==> src/rtl/fetch_sequencer_if.sv <==
// Fetch-side bus bundle: instruction-memory request/ack and the decode valid/ready handshake.
// The sequencer uses the master modport; memory and decode models use the slave modport.
interface fetch_sequencer_if #(
    parameter int ADDR_W = 32
);
    logic              imem_req;
    logic [ADDR_W-1:0] imem_addr;
    logic              imem_ack;
    logic [31:0]       imem_rdata;
    logic              inst_valid;
    logic [31:0]       inst_out;
    logic [ADDR_W-1:0] inst_pc;
    logic              inst_ready;

    modport master (
        output imem_req, imem_addr, inst_valid, inst_out, inst_pc,
        input  imem_ack, imem_rdata, inst_ready
    );

    modport slave (
        input  imem_req, imem_addr, inst_valid, inst_out, inst_pc,
        output imem_ack, imem_rdata, inst_ready
    );
endinterface

==> src/rtl/fetch_sequencer.sv <==
// PC sequencer with single-outstanding instruction fetch, decode handshake,
// branch redirect, halt and imem ack-timeout fault.
module fetch_sequencer #(
    parameter int                ADDR_W   = 32,
    parameter logic [ADDR_W-1:0] RESET_PC = '0,
    parameter int                MAX_WAIT = 15
) (
    input  logic               clk,
    input  logic               reset,
    fetch_sequencer_if.master  bus,
    input  logic               redirect_i,
    input  logic [ADDR_W-1:0]  redirect_pc_i,
    input  logic               halt_i,
    output logic               halted_o,
    output logic               fetch_err_o
);
    localparam int CNT_W = $clog2(MAX_WAIT + 1);

    typedef enum logic [2:0] {
        S_IDLE, S_REQ, S_DROP, S_HOLD, S_HALTED, S_ERROR
    } state_t;

    state_t            state_q, state_d;
    logic [ADDR_W-1:0] pc_q, pc_d;
    logic [CNT_W-1:0]  wait_cnt_q, wait_cnt_d;
    logic              halt_pend_q, halt_pend_d;
    logic              inst_valid_q, inst_valid_d;
    logic [31:0]       inst_out_q, inst_out_d;
    logic [ADDR_W-1:0] inst_pc_q, inst_pc_d;
    logic              fetch_err_q, fetch_err_d;
    logic [ADDR_W-1:0] redirect_tgt;

    // Targets are word aligned; the low two address bits are simply masked off.
    assign redirect_tgt = redirect_pc_i & ~ADDR_W'(3);

    // NOTE: every variable is given its default first, so no path through the case leaves
    // a signal unassigned and no latch is inferred.
    always_comb begin
        state_d      = state_q;
        pc_d         = pc_q;
        wait_cnt_d   = '0;
        halt_pend_d  = halt_pend_q;
        inst_valid_d = inst_valid_q;
        inst_out_d   = inst_out_q;
        inst_pc_d    = inst_pc_q;
        fetch_err_d  = fetch_err_q;

        case (state_q)
            S_IDLE: begin
                if (redirect_i) begin
                    pc_d    = redirect_tgt;
                    state_d = S_REQ;
                end else if (halt_i) begin
                    state_d = S_HALTED;
                end else begin
                    state_d = S_REQ;
                end
            end

            S_REQ: begin
                if (redirect_i) begin
                    // Any ack this cycle belongs to the squashed fetch and is discarded.
                    pc_d    = redirect_tgt;
                    state_d = S_DROP;
                end else begin
                    if (halt_i) halt_pend_d = 1'b1;
                    if (bus.imem_ack) begin
                        inst_out_d   = bus.imem_rdata;
                        inst_pc_d    = pc_q;
                        inst_valid_d = 1'b1;
                        pc_d         = pc_q + ADDR_W'(4);
                        state_d      = S_HOLD;
                    end else if (wait_cnt_q == CNT_W'(MAX_WAIT - 1)) begin
                        fetch_err_d = 1'b1;
                        state_d     = S_ERROR;
                    end else begin
                        wait_cnt_d = wait_cnt_q + CNT_W'(1);
                    end
                end
            end

            S_DROP: begin
                if (redirect_i)  pc_d        = redirect_tgt;
                else if (halt_i) halt_pend_d = 1'b1;
                state_d = S_REQ;
            end

            S_HOLD: begin
                if (redirect_i) begin
                    inst_valid_d = 1'b0;
                    pc_d         = redirect_tgt;
                    state_d      = S_REQ;
                end else if (bus.inst_ready) begin
                    inst_valid_d = 1'b0;
                    if (halt_pend_q || halt_i) begin
                        halt_pend_d = 1'b0;
                        state_d     = S_HALTED;
                    end else begin
                        state_d = S_REQ;
                    end
                end else if (halt_i) begin
                    halt_pend_d = 1'b1;
                end
            end

            S_HALTED: begin
                if (redirect_i) begin
                    pc_d        = redirect_tgt;
                    halt_pend_d = 1'b0;
                    state_d     = S_REQ;
                end
            end

            S_ERROR: state_d = S_ERROR;

            default: state_d = S_IDLE;
        endcase
    end

    // NOTE: state registers use non-blocking assignments so every flop samples
    // the pre-edge values regardless of statement order.
    always_ff @(posedge clk or negedge reset) begin
        if (!reset) begin
            state_q      <= S_IDLE;
            pc_q         <= RESET_PC;
            wait_cnt_q   <= '0;
            halt_pend_q  <= 1'b0;
            inst_valid_q <= 1'b0;
            inst_out_q   <= '0;
            inst_pc_q    <= '0;
            fetch_err_q  <= 1'b0;
        end else begin
            state_q      <= state_d;
            pc_q         <= pc_d;
            wait_cnt_q   <= wait_cnt_d;
            halt_pend_q  <= halt_pend_d;
            inst_valid_q <= inst_valid_d;
            inst_out_q   <= inst_out_d;
            inst_pc_q    <= inst_pc_d;
            fetch_err_q  <= fetch_err_d;
        end
    end

    // Outputs decode straight from flops, so reset drops imem_req without waiting for a clock.
    assign bus.imem_req   = (state_q == S_REQ);
    assign bus.imem_addr  = pc_q;
    assign bus.inst_valid = inst_valid_q;
    assign bus.inst_out   = inst_out_q;
    assign bus.inst_pc    = inst_pc_q;
    assign halted_o       = (state_q == S_HALTED);
    assign fetch_err_o    = fetch_err_q;
endmodule

==> src/flat_wrapper.sv <==
// flat-port wrapper written by rule: the top's interface ports become plain ports
module fetch_sequencer_flat 
#(
    parameter int                ADDR_W   = 32,
    parameter logic [ADDR_W-1:0] RESET_PC = '0,
    parameter int                MAX_WAIT = 15
)
  (clk, reset, redirect_i, redirect_pc_i, halt_i, halted_o, fetch_err_o, bus_imem_req, bus_imem_addr, bus_inst_valid, bus_inst_out, bus_inst_pc, bus_imem_ack, bus_imem_rdata, bus_inst_ready);
  fetch_sequencer_if #(.ADDR_W(ADDR_W)) bus_i ();
  input  logic clk;
  input  logic reset;
  input  logic redirect_i;
  input  logic [ADDR_W-1:0] redirect_pc_i;
  input  logic halt_i;
  output logic halted_o;
  output logic fetch_err_o;
  output wire logic [$bits(bus_i.imem_req)-1:0] bus_imem_req;
  output wire logic [$bits(bus_i.imem_addr)-1:0] bus_imem_addr;
  output wire logic [$bits(bus_i.inst_valid)-1:0] bus_inst_valid;
  output wire logic [$bits(bus_i.inst_out)-1:0] bus_inst_out;
  output wire logic [$bits(bus_i.inst_pc)-1:0] bus_inst_pc;
  input wire logic [$bits(bus_i.imem_ack)-1:0] bus_imem_ack;
  input wire logic [$bits(bus_i.imem_rdata)-1:0] bus_imem_rdata;
  input wire logic [$bits(bus_i.inst_ready)-1:0] bus_inst_ready;
  assign bus_imem_req = bus_i.imem_req;
  assign bus_imem_addr = bus_i.imem_addr;
  assign bus_inst_valid = bus_i.inst_valid;
  assign bus_inst_out = bus_i.inst_out;
  assign bus_inst_pc = bus_i.inst_pc;
  assign bus_i.imem_ack = bus_imem_ack;
  assign bus_i.imem_rdata = bus_imem_rdata;
  assign bus_i.inst_ready = bus_inst_ready;
  fetch_sequencer #(.ADDR_W(ADDR_W), .RESET_PC(RESET_PC), .MAX_WAIT(MAX_WAIT)) u_core (.clk(clk), .reset(reset), .bus(bus_i), .redirect_i(redirect_i), .redirect_pc_i(redirect_pc_i), .halt_i(halt_i), .halted_o(halted_o), .fetch_err_o(fetch_err_o));
endmodule
==> config.mk <==
export PLATFORM = sky130hd
export DESIGN_NAME = fetch_sequencer_flat
export DESIGN_NICKNAME = d
export VERILOG_FILES = /design/src/rtl/fetch_sequencer_if.sv /design/src/rtl/fetch_sequencer.sv /design/src/flat_wrapper.sv
export SDC_FILE = /design/constraint.sdc
export NUM_CORES = 1
export LEC_CHECK = 0
export ABC_AREA = 1
export BUFFER_PORTS_ARGS = -buffer_cell sky130_fd_sc_hd__buf_2
export CORE_ASPECT_RATIO = 0.7
export CORE_MARGIN = 2
export CORE_UTILIZATION = 55
export DETAILED_ROUTE_END_ITERATION = 8
export PLACE_DENSITY = 0.88
export SYNTH_ARGS = -nofsm -noshare
export SYNTH_HDL_FRONTEND = slang
export SYNTH_SLANG_ARGS = --single-unit
==> constraint.sdc <==
create_clock -name clk -period 2.36 [get_ports clk]
set_clock_uncertainty 0.05 [all_clocks]
set_input_delay 0.236 -clock clk [delete_from_list [all_inputs] [get_ports clk]]
set_output_delay 0.236 -clock clk [all_outputs]
set_load 0.02 [all_outputs]
==> flow_summary.yaml, run 1 <==
cts:
  tritoncts: "built"
  root_buffer: "clkbuf_16"
  clkTransAtPathRegs_ps: 70
  htreeDepth: 3
  cts.sinks: 102
  ctsResizeCount: 0
  clockBufferDepth: 2
  numCtsBuffers: 9
  insertion_delay_ps: 350
worst_setup_path:
  crit_path_start_kind: "flop"
  path_cells: "inv_2, nand2_2, nor2_4, nand2_1, nand2_2, nor2_4, inv_2, buf_12, nor2_1, nand2_1, o21ai_1"
  end_kind: "flop"
  slowest_delay_ps: 420
  crit_slowest_cell: "dfrtp_1"
  path_buf_inv: 3
  critPathTopFamily: "simple AND/OR/NAND/NOR gates"
  critPathKind: "flop to flop"
  crit_path_max_fanout: 20
  critPathArrivalTime_ps: 2370
  required_ps: 2590
synthesis:
  avgSynthCellArea_um2: 8.20
  ys_warn_count: 0
  yosysTopAreaCellShare: 0.486
  yosysMostFrequentCell: "nand2_1"
  yosysUniqueCellTypes: 32
  ys_seq_area_frac: 0.486
  synthArstFlopShare: 1.00
  syn-cell-area_um2: 5250
  yosysTopAreaCell: "dfrtp_1"
  ys_ff_latch: 102
  synth_edf_count: 0
  synth_ff_type: "dfrtp_1"
  synth_common_cells: "nand2_1, dfrtp_1, nor2_1"
  yosys-top-cells-area: "dfrtp_1, nand2_1, mux2_2, nor2_1, nand3_1"
  synthCells: 640
power:
  total_power_mw: 9.61
  powerDensity_nw_per_um2: 1480
  ir_drop_v: 0.000761
  p_leak_nw: 3.29
drt:
  ant_nets: 0
  wl_met1_mm: 6.55
  via_count: 5014
  dr_wl_met2_mm: 6.61
  dr_wl_met3_mm: 1.39
  drt-total-wl_mm: 14.8
  drc: 0
  dr.pass1.iters: 5
  vias_per_cell: 5.40
  dr.max_layer_used: "met5"
  post_drt_wl_per_cell_um: 15.9
  drtIter0Drc: 418
floorplan:
  dieWidth_um: 121
  core_area_um2: 9180
  fp-row-count: 29
  die-area_um2: 10400
  die_y_um: 85.7
  initial_core_util: 0.572
  design.portCount: 170
sta:
  period_minus_slack_ps: 2140
  slew_headroom: 0.374
  rsz0062_at_grt: "false"
  period_share: 0.908
  drv_slew: 0
  worst_slew_pin_slew_ps: 939
  hold_viol: 0
  fmax_mhz: 467
  setup_violations: 0
  setup_tns_ps: 0
place:
  hpwl_mm: 11.1
  port_buffers: 163
  routabilityCongestion: 0.919
  place_area_um2: 6160
global_routing:
  grt_antenna_before_repair: 1
  overflow: 0
  grt_pass1_vias: 4729
  grt_max_degree: 90
  grt_pass1_wl_mm: 23.5
  track_usage: 0.296
final_layout:
  syn_to_final_growth_pct: 23.4
  drive_gt1_frac: 0.318
  diodes: 0
  final_nets: 873
  final_area_um2: 6480
hold_path:
  hold_class: "input port to flop"
job:
  max-cap-violations: 0
status:
  status: "finished, final reports clean"
## repair_timing
item / CTS / global route
hold buffers: 1 / 0
hold endpoints to repair: 53 / 0
setup buffers: 0 / 0
## cell usage in the layout, fill, tap and decap left out, types with 2 or more instances in the layout
cell type and instances:
inv_1 41, buf_2 162, ha_1 3, nor2_1 81
nand3_1 40, mux2_1 2, inv_6 2, mux2_2 34
buf_12 2, inv_2 5, a31oi_1 2, nand2_4 2
o21ai_2 2, nand4_1 5, nor2_4 4, dfrtp_1 102
buf_4 6, nand2_1 194, clkbuf_16 9, nand2_2 4
a21oi_1 7, nor2_2 19, conb_1 4, o21bai_1 2
xor2_1 5, o21ai_0 38, o21ai_1 13, o211ai_1 4
## logic make-up (layout without fill, tap and decap cells)
family                     count (synthesis)  in the layout  share of synthesized area
adders and majority gates                  3              3                    0.00715
other                                      1              4                   0.000714
buffers and inverters                     71            233                     0.0622
and+or+nand+nor                          351            351                      0.284
xor gates and xnor gates                   6              6                     0.0100
DFF                                      102            102                      0.486
AOI/OAI and AO/OA                         70             70                     0.0725
muxes                                     36             36                     0.0772
## path summary, 6_finish.rpt
path	start	to	slack (ps)	cells after the start
max	u_core.state_q[1]	u_core.bus.imem_addr[13]	220	11
min	bus_imem_rdata[30]	u_core.bus.inst_out[30]	50	2
max reg2reg	u_core.state_q[1]	u_core.bus.imem_addr[13]	220	11
min reg2reg	u_core.fetch_err_o	u_core.fetch_err_o	430	1
max in group asynchronous	reset	u_core.bus.inst_out[15]	1120	3
min in group asynchronous	reset	u_core.bus.inst_out[20]	470	2
## layout make-up
cell class,count,area (µm²)
repair buffers,171,906
flip-flops and latches,102,2550
fillers,719,2700
clock inverters,6,75.1
clock buffers,10,229
well taps,124,155
inverters,46,173
multi-input cells,470,2390
## state kept, by name, summed over array words and instances (netlist names)
register / cells
u_core.fetch_err_o: 1
u_core.state_q: 3
u_core.bus.imem_addr: 30
u_core.halt_pend_q: 1
u_core.bus.inst_valid: 1
u_core.bus.inst_out: 32
u_core.bus.inst_pc: 30
u_core.wait_cnt_q: 4
## worst register-to-register path, stage by stage, from the launching register on
cell and delay (ps):
dfrtp_1 420, inv_2 80, nand2_2 90, nor2_4 60
nand2_1 150, nand2_2 80, nor2_4 420, inv_2 260
buf_12 230, nor2_1 110, nand2_1 60, o21ai_1 60
## power by group
part / internal, mW / switching (mW) / total (mW)
sequential: 2.58 / 0.762 / 3.34
clock: 0.840 / 0.684 / 1.52
combinational: 1.62 / 3.12 / 4.74
total: 5.04 / 4.56 / 9.61
## through the flow
stage	setup WS [ps]	utilization	cells	hold slack, ps
finish	217	0.706	929	54.6
global placement	346	0.672	912	285
global route	52.5	0.706	929	59.3
floorplan	715	-	643	-110
detailed placement	268	0.672	912	304
CTS	254	0.706	929	47.9
## layer usage
layer	track usage	vias to the layer above
met3	0.0745	19
met5	0	-
met2	0.466	249
li1	-	2366
met4	0.0793	2
met1	0.413	2378
Power figures use the tool's default switching activity.
==> inputs of run 2 (changes only) <==
--- a/config.mk
+++ b/config.mk
@@ -9,9 +9,9 @@
 export BUFFER_PORTS_ARGS = -buffer_cell sky130_fd_sc_hd__buf_2
 export CORE_ASPECT_RATIO = 0.7
 export CORE_MARGIN = 2
-export CORE_UTILIZATION = 55
+export CORE_UTILIZATION = 46
 export DETAILED_ROUTE_END_ITERATION = 8
-export PLACE_DENSITY = 0.88
+export PLACE_DENSITY = 0.78
 export SYNTH_ARGS = -nofsm -noshare
 export SYNTH_HDL_FRONTEND = slang
 export SYNTH_SLANG_ARGS = --single-unit
==> constraint.sdc (replaced) <==
create_clock -name clk -period 1.9 [get_ports clk]
set_clock_uncertainty 0.05 [all_clocks]
set_input_delay 0.19 -clock clk [delete_from_list [all_inputs] [get_ports clk]]
set_output_delay 0.19 -clock clk [all_outputs]
set_load 0.02 [all_outputs]
==> run 2 against run 1 <==
Effect of this change:
- cell area increased by 1.9%
- first-iteration DRC count decreased by 10%
- count of clock-buffer cells in the layout unchanged
- combinational power rose by 27%
- die area increased by 19%
- via count down 2.9%
- global-route usage is 5.3 points lower
- critical path type unchanged
- critical endpoint is now u_core.bus.imem_addr[30]
==> flow_summary.yaml, run 2 (synthesized netlist as in run 1, its figures left out) <==
final_layout:
  drive_gt1_frac: 0.328
  fin_util: 0.597
  largest_reg_flops: 32
  syn_to_final_growth_pct: 25.8
  final_nets: 881
  layout_commonest_cell: "nand2_1"
  stdcell_count: 966
  final_cell_mix: "nand2_1, buf_2, dfrtp_1"
  diodes: 0
power:
  total_power_mw: 12.0
  ir_drop_v: 0.00109
  p_leak_nw: 3.34
  powerDensity_nw_per_um2: 1820
worst_setup_path:
  crit_path_start_kind: "flop"
  required_ps: 2090
  critPathArrivalTime_ps: 2030
  ff2ff_path_depth: 9
  crit_path_max_fanout: 6
  end_kind: "flop"
  critPathKind: "flop to flop"
floorplan:
  core_area_um2: 11100
  die_y_um: 93.4
  die-area_um2: 12300
  fp-row-count: 32
  design.portCount: 170
  dieWidth_um: 132
  initial_core_util: 0.475
cts:
  cts.sinks: 102
  tritoncts: "built"
  cts_setup_buffers: 0
  htreeDepth: 3
  clkTransAtPathRegs_ps: 70
  root_buffer: "clkbuf_16"
  insertion_delay_ps: 350
  clockBufferDepth: 2
  numCtsBuffers: 9
drt:
  via_count: 4870
  dr.pass1.iters: 6
  ant_nets: 0
  drtIter0Drc: 375
  vias_per_cell: 5.04
  drc: 0
  drt-total-wl_mm: 14.4
  post_drt_wl_per_cell_um: 14.9
status:
  status: "finished, final reports clean"
place:
  routabilityCongestion: 0.962
  hpwl_mm: 10.9
  place_inst: 948
  port_buffers: 163
  dp_slack_ps: 159
global_routing:
  grt_antenna_before_repair: 0
  grt_pass1_vias: 4491
  grt_pass1_wl_mm: 23.2
  overflow: 0
  grt_max_degree: 90
  track_usage: 0.243
sta:
  period_minus_slack_ps: 1840
  hold_viol: 0
  drv_slew: 0
  period_share: 0.968
  setup_ws_ps: 61.1
  setup_violations: 0
  fmax_mhz: 544
job:
  max-cap-violations: 0
hold_path:
  min_delay_path_depth: 2
  hold_class: "input port to flop"
run 2: cell types whose count changed in the layout (fill, tap and decap cells not counted), sizes merged:
cell	delta
inv	-1
dlygate4sd3	+1
buf	+7
clkinv	+1
run 2: worst paths after layout:
kind	from	end	slack, ps
max	u_core.bus.imem_addr[7]	u_core.bus.imem_addr[30]	60
min	bus_imem_rdata[2]	u_core.bus.inst_out[2]	20
max reg2reg	u_core.bus.imem_addr[7]	u_core.bus.imem_addr[30]	60
min reg2reg	u_core.bus.inst_pc[29]	u_core.bus.inst_pc[29]	430
max in group asynchronous	reset	u_core.bus.imem_addr[18]	820
min in group asynchronous	reset	u_core.bus.inst_out[29]	280
run 2: cell type report:
cell class / count / area (µm²)
fillers: 1016 / 4450
flip-flops and latches: 102 / 2550
multi-input cells: 470 / 2400
repair buffers: 179 / 981
clock buffers: 10 / 239
well taps: 153 / 191
inverters: 46 / 173
clock inverters: 6 / 68.8
run 2: timing repair:
item / in CTS / in global routing
gates resized for setup: 0 / 3
hold buffers: 2 / 0
hold endpoints to repair: 33 / 0
setup endpoints to repair: 0 / 5
run 2: layer usage:
metal,up-vias,part of all wire,track usage
met1,2259,0.49,0.367
met2,224,0.42,0.353
met4,0,0.011,0.0634
met5,-,0,0
li1,2376,-,-
met3,11,0.082,0.0504
run 2: power by group:
part           internal [mW]  switching, mW
clock                   1.07          0.847
combinational           2.10           3.90
sequential              3.20          0.905
run 2: critical path, cell delays in order, from the launching register on:
cell     delay, ps
dfrtp_1        460
nand2_1        150
nor2_1         320
nand2_1        170
nor2_1         250
nand2_1         90
nand2_1         60
nand3_1         60
nand2_1         60
nand2_1         50
run 2: stage by stage:
step                      hold WS (ps)  setup TNS, ps  area, µm²
after floorplan                   -156              0       5260
after global placement             124              0       6270
after detailed placement           126              0       6270
after CTS                         12.7              0       6590
after global routing              10.2          -42.3       6600
final                             22.4              0       6600
